--- config.mk ---
export PLATFORM = sky130hd
export DESIGN_NAME = instr_decode
export DESIGN_NICKNAME = d
export VERILOG_FILES = /design/src/rtl/agc_pkg.sv /design/src/rtl/instr_decode_index_mod.sv /design/src/rtl/instr_decode.sv
export SDC_FILE = /design/constraint.sdc
export NUM_CORES = 1
export LEC_CHECK = 0
export CORE_ASPECT_RATIO = 0.5
export CORE_MARGIN = 2
export CORE_UTILIZATION = 48
export CTS_BUF_LIST = sky130_fd_sc_hd__clkbuf_8
export CTS_CLUSTER_SIZE = 20
export DETAILED_ROUTE_END_ITERATION = 7
export PLACE_DENSITY_LB_ADDON = 0.25
export SKIP_LAST_GASP = 1
export SLEW_MARGIN = 20
export SYNTH_ARGS = -nofsm -noshare
export SYNTH_HDL_FRONTEND = slang
export SYNTH_SLANG_ARGS = --single-unit
--- constraint.sdc ---
create_clock -name clk -period 2.4 [get_ports clk]
set_input_delay 0.24 -clock clk [delete_from_list [all_inputs] [get_ports clk]]
set_output_delay 0.24 -clock clk [all_outputs]
set_load 0.02 [all_outputs]
--- src/rtl/agc_pkg.sv ---
// agc_pkg: shared constants and types for the instruction-path blocks
// (instr_decode, index_mod, controlPulses).
//   - WORD_W / ADDR_W : instruction word and address-field widths
//   - field positions : opcode, quarter-code and address bit ranges
//   - opcode constants: values controlPulses compares against
//   - ir_state_t      : instruction-register fetch FSM encoding
package agc_pkg;

    localparam int WORD_W  = 15;
    localparam int ADDR_W  = 12;

    localparam int OPC_HI  = 14;
    localparam int OPC_LO  = 12;
    localparam int QC_HI   = 11;
    localparam int QC_LO   = 10;
    localparam int ADDR_HI = 11;

    localparam logic [2:0] OPC_TC   = 3'd0;
    localparam logic [2:0] OPC_CCS  = 3'd1;
    localparam logic [2:0] OPC_DAS  = 3'd2;
    localparam logic [2:0] OPC_CA   = 3'd3;
    localparam logic [2:0] OPC_CS   = 3'd4;
    localparam logic [2:0] OPC_EXT  = 3'd5;
    localparam logic [2:0] OPC_TS   = 3'd6;
    localparam logic [2:0] OPC_MASK = 3'd7;

    typedef enum logic [1:0] {
        EMPTY    = 2'd0,
        WAIT_MEM = 2'd1,
        HOLD     = 2'd2
    } ir_state_t;

    // Opcode field of a full instruction word.
    function automatic logic [2:0] opc_of(input logic [WORD_W-1:0] word);
        opc_of = word[OPC_HI:OPC_LO];
    endfunction

    // Quarter-code field of a full instruction word.
    function automatic logic [1:0] qc_of(input logic [WORD_W-1:0] word);
        qc_of = word[QC_HI:QC_LO];
    endfunction

endpackage

--- src/rtl/instr_decode_index_mod.sv ---
// index_mod: holds the pending INDEX value and adds it to the incoming
// instruction word.
//   clk, rst_n   : clock, async active-low reset
//   index_wr_i   : INDEX executed, load index_val_i
//   index_val_i  : value to add to the next captured word
//   capture_i    : the instruction register captures this edge
//   word_i       : raw word from memory
//   word_mod_o   : word_i + index_reg, modulo 2^WORD_W
module index_mod
    import agc_pkg::*;
(
    input  logic              clk,
    input  logic              rst_n,
    input  logic              index_wr_i,
    input  logic [WORD_W-1:0] index_val_i,
    input  logic              capture_i,
    input  logic [WORD_W-1:0] word_i,
    output logic [WORD_W-1:0] word_mod_o
);

    logic [WORD_W-1:0] index_d;
    logic [WORD_W-1:0] index_q;

    // Next index value: a new write beats the clear-on-capture so that an
    // INDEX coinciding with a capture survives for the following word.
    always_comb begin
        index_d = index_q;
        if (index_wr_i) begin
            index_d = index_val_i;
        end else if (capture_i) begin
            index_d = {WORD_W{1'b0}};
        end else begin
            index_d = index_q;
        end
    end

    // Index register.
    always_ff @(posedge clk or negedge rst_n) begin
        if (!rst_n) begin
            index_q <= {WORD_W{1'b0}};
        end else begin
            index_q <= index_d;
        end
    end

    // Same-width add: the carry out of the top bit is dropped.
    assign word_mod_o = word_i + index_q;

endmodule

--- src/rtl/instr_decode.sv ---
// instr_decode: instruction register and field decoder feeding controlPulses.
// Fetches one word on ir_load, applies pending INDEX, holds decoded fields
// until the next fetch, and turns EXTEND into extracode for the next word.
//   clk, rst_n : clock, async active-low reset
//   ir_load    : fetch request from controlPulses (ignored while fetching)
//   mem_rdata  : instruction word from memory; mem_valid qualifies it
//   ext_flag   : EXTEND executed, marks the next fetched word as extracode
//   index_wr   : INDEX executed, index_val added to the next fetched word
//   fetch_req  : memory read request, high while a fetch is outstanding
//   ir         : held (modified) instruction word
//   opcode/qc/addr : fields of ir
//   extracode  : held instruction is an extracode
//   ir_valid   : a valid instruction is held
module instr_decode
    import agc_pkg::*;
(
    input  logic              clk,
    input  logic              rst_n,
    input  logic              ir_load,
    input  logic [WORD_W-1:0] mem_rdata,
    input  logic              mem_valid,
    input  logic              ext_flag,
    input  logic              index_wr,
    input  logic [WORD_W-1:0] index_val,
    output logic              fetch_req,
    output logic [WORD_W-1:0] ir,
    output logic [2:0]        opcode,
    output logic [1:0]        qc,
    output logic [ADDR_W-1:0] addr,
    output logic              extracode,
    output logic              ir_valid
);

    ir_state_t         state_d,       state_q;
    logic [WORD_W-1:0] ir_d,          ir_q;
    logic              extracode_d,   extracode_q;
    logic              ext_pending_d, ext_pending_q;
    logic              fetch_req_d,   fetch_req_q;
    logic              ir_valid_d,    ir_valid_q;
    logic              capture_s;
    logic [WORD_W-1:0] word_mod_s;

    // INDEX storage and modular add.
    index_mod u_index_mod (
        .clk         (clk),
        .rst_n       (rst_n),
        .index_wr_i  (index_wr),
        .index_val_i (index_val),
        .capture_i   (capture_s),
        .word_i      (mem_rdata),
        .word_mod_o  (word_mod_s)
    );

    // Next-state, capture and registered-output logic.
    always_comb begin
        state_d       = state_q;
        capture_s     = 1'b0;
        ir_d          = ir_q;
        extracode_d   = extracode_q;
        ext_pending_d = ext_pending_q;

        case (state_q)
            EMPTY, HOLD: begin
                if (ir_load) begin
                    state_d = WAIT_MEM;
                end else begin
                    state_d = state_q;
                end
            end
            WAIT_MEM: begin
                if (mem_valid) begin
                    state_d   = HOLD;
                    capture_s = 1'b1;
                end else begin
                    state_d = WAIT_MEM;
                end
            end
            default: begin
                state_d = EMPTY;
            end
        endcase

        if (capture_s) begin
            ir_d        = word_mod_s;
            extracode_d = ext_pending_q;
        end else begin
            ir_d        = ir_q;
            extracode_d = extracode_q;
        end

        // A new EXTEND beats the clear-on-capture: it belongs to the next word.
        if (ext_flag) begin
            ext_pending_d = 1'b1;
        end else if (capture_s) begin
            ext_pending_d = 1'b0;
        end else begin
            ext_pending_d = ext_pending_q;
        end

        fetch_req_d = (state_d == WAIT_MEM);
        ir_valid_d  = (state_d == HOLD);
    end

    // State and held-instruction registers.
    always_ff @(posedge clk or negedge rst_n) begin
        if (!rst_n) begin
            state_q       <= EMPTY;
            ir_q          <= {WORD_W{1'b0}};
            extracode_q   <= 1'b0;
            ext_pending_q <= 1'b0;
            fetch_req_q   <= 1'b0;
            ir_valid_q    <= 1'b0;
        end else begin
            state_q       <= state_d;
            ir_q          <= ir_d;
            extracode_q   <= extracode_d;
            ext_pending_q <= ext_pending_d;
            fetch_req_q   <= fetch_req_d;
            ir_valid_q    <= ir_valid_d;
        end
    end

    assign fetch_req = fetch_req_q;
    assign ir_valid  = ir_valid_q;
    assign extracode = extracode_q;
    assign ir        = ir_q;
    // Fields are slices of the registered word, so they never glitch.
    assign opcode    = opc_of(ir_q);
    assign qc        = qc_of(ir_q);
    assign addr      = ir_q[ADDR_HI:0];

endmodule

==> qor.csv <==
metric,value,unit
status,completed,
Ys Warns,0,
P&R area growth vs syn,33.4,%
num ports,71,
Total GRT Usage,21.2,%
starting density of the core,50.0,%
"commonest non-fill, non-tap cells in the layout","clkdlybuf4s50_1 (69), nand2_1 (61), dfrtp_1 (36), o21ai_0 (25), ha_1 (14)",
Worst Setup End Kind,flop,
Setup Buffers After CTS,0,
cell depth of the worst setup path,7,
Post-Route WL,5.16,mm
top cell type's share of synthesized area,41.1,%
Crit Path Max Fanout,4,
Mapped Avg Cell Area,8.83,sq um
pre-CTS setup slack,-0.108,ns
clock transition at the registers of the reported paths,0.07,ns
Fin Setup TNS,0,ns
"commonest non-fill, non-tap cell in the layout",clkdlybuf4s50_1,
Clock Latency Late Sink,0.28,ns
slowest CP cell,or4_1,
worst reg2reg path depth,7,
number of global-route vias before repair,1670,
Hold Buf Count CTS,0,
footprint of the multi-input gates,1110,sq um
CP Cell Sequence,ha_1 > fa_1 > a211oi_2 > nor2_1 > and3_1 > or4_1 > nand3_1,
WS Path Type,reg -> reg,
Worst Path Required,2.62,ns
flop2flop setup slack,0.14,ns
Clock Skew,0.00674,ns
Final Hold Viols,0,
arrival time at the worst endpoint,2.49,ns
Hold WS,0.0720,ns
post-detailed-route wirelength per cell,14.3,microns
Slew Limit Fails,0,
Gate power share,50.6,%
largest net degree at the start of global routing,37,
Worst Path Buf+Inv,0,
Tightest Pin Transition,0.909,ns
asr flop ratio synth,100,%
delay of the slowest cell on the worst path,0.46,ns
DIE AREA,5150,sq um
clock share of power,16.2,%
Final ANT Viol Nets,0,
Clock Tree Buf Depth,2,
Net Sw Frac,38.7,%
nets,355,
Critical R2R Capture,ir[12]$_DFFE_PN0P_,
ANT cells,0,
die width,99.5,microns
DRC,0,
drt first pass iters,4,
Slew HR,39.4,%
Iter 0 DRT Violations,65,
worst r2r src,u_index_mod.index_q[0]$_DFFE_PN0P_,
"Remaining Overflow, GRT",0,
crit share post-route,94.3,%
Main synth FF type,dfrtp_1,
Setup-failing EPs final,0,
initial antenna violation count,0,
VDD IR-drop max,0.378,mV
post-CTS sizing,0,
CTS buffer count,5,
"FF+latch count, synth",36,
cell count after synthesis,248,
routability cong.,0.898,
layout cells sized above 1,6.56,%
CTS tree,done,
number of synthesized flops with an enable pin,0,
Layout Cells excl Fill,362,
Synth area leaders,"dfrtp_1 (41%), nand2_1 (10%), ha_1 (8.0%)",
Layout Utilization,66.7,%
final-layout fill cell count,388,
Die Y-Extent,51.8,microns
RSZ-0062 raised after global routing,false,
Cell Pwr Density,919,nW/um^2
H-tree levels,2,
number of vias per cell,5.23,
fmax,442,MHz
Sequential Power Share,33.2,%
crit path from,u_index_mod.index_q[0]$_DFFE_PN0P_,
Setup crit end,ir[12]$_DFFE_PN0P_,
Hold Path Class,in -> async,
"Distinct cells, synth",41,
first-pass GRT wire length,8.28,mm
routed vias,1894,
Max Cap Viol,0,
Mapped Area,2190,sq um
Psw,1.04,mW
DP HPWL,4.04,mm
crit path launch type,flop,
Power Internal,1.65,mW
CORE AREA,4380,sq um
Pleak,1.32,nW
Root Driver,clkbuf_8,
CP top delay family,simple AND/OR/NAND/NOR gates,
placed insts,354,
PortBufs,70,
Seq. cell area,901,sq um
CTS sink count,36,
post-route setup slack,0.137,ns
dominant cell type by area after synthesis,dfrtp_1,
row cnt,17,
Mapped Nets,299,
min Tclk post-route,2.26,ns
register area share after synthesis,41.1,%
## worst min path at each step
stage	startpoint	cells past startpoint	slack [ns]	endpoint
floorplan	rst_n	0	-0.06	ext_pending_q$_DFFE_PN0P_
global placement	rst_n	1	0.39	u_index_mod.index_q[3]$_DFFE_PN0P_
detailed placement	rst_n	1	0.42	u_index_mod.index_q[3]$_DFFE_PN0P_
CTS	rst_n	1	0.10	u_index_mod.index_q[3]$_DFFE_PN0P_
global route	rst_n	1	0.14	u_index_mod.index_q[3]$_DFFE_PN0P_
finish	rst_n	1	0.07	u_index_mod.index_q[3]$_DFFE_PN0P_
## cells by family (layout without fill, tap and decap cells)
logic type / count (synthesis) / in the layout / synth area share [%]
compound gates: 67 / 67 / 20.1
xor+xnor: 6 / 6 / 2.40
fa+ha+maj: 15 / 15 / 8.91
buf+inv: 29 / 86 / 8.11
flops: 36 / 36 / 41.1
mux: 2 / 2 / 1.03
simple gates: 93 / 93 / 18.3
## flip-flops by register name, summed over array words and instances, names as in the netlist
signal / flops
ir_valid: 1
state_q: 2
ir: 15
ext_pending_q: 1
extracode: 1
fetch_req: 1
u_index_mod.index_q: 15
## cells in the mapped netlist, drive strengths merged, types with 4 or more instances
master  count
nand2      61
dfrtp      36
o21ai      27
buf        21
ha         14
a21oi      13
nand3       7
nor2        7
nor3        7
clkbuf      6
a21o        5
o31ai       5
a211oi      4
o21a        4
xor2        4
## layer usage
| layer | GRT usage, % | vias to the layer above | share of wire [%] |
|---|---|---|---|
| met5 | 0 | - | 0 |
| met4 | 5.48 | 0 | 0.23 |
| met3 | 4.97 | 2 | 7.6 |
| met2 | 28.6 | 67 | 40 |
| met1 | 33.5 | 862 | 53 |
| li1 | - | 963 | - |
## power by group through the flow
stage	combinational (mW)	clock (mW)	sequential (mW)
6_report	1.36	0.434	0.891
5_1_grt	1.46	0.470	0.913
4_1_cts	1.37	0.443	0.892
3_5_place_dp	1.36	0	0.904
3_3_place_gp	1.35	0	0.888
2_1_floorplan	0.716	0	1.03
## stage by stage
| step | power (mW) | cell area [sq um] |
|---|---|---|
| 6_report | 2.69 | 2920 |
| 5_1_grt | 2.85 | 2920 |
| 4_1_cts | 2.70 | 2920 |
| 3_5_place_dp | 2.27 | 2830 |
| 3_3_place_gp | 2.24 | 2830 |
| 2_1_floorplan | 1.75 | 2190 |
## final cells by class
class,count,area share (%)
multi-input cells,183,38.0
repair buffers,76,25.4
well taps,57,2.44
flip-flops and latches,36,30.8
clock inverters,2,0.257
clock buffers,6,2.83
inverters,2,0.257
No activity file was read; power rests on OpenSTA's default activity.
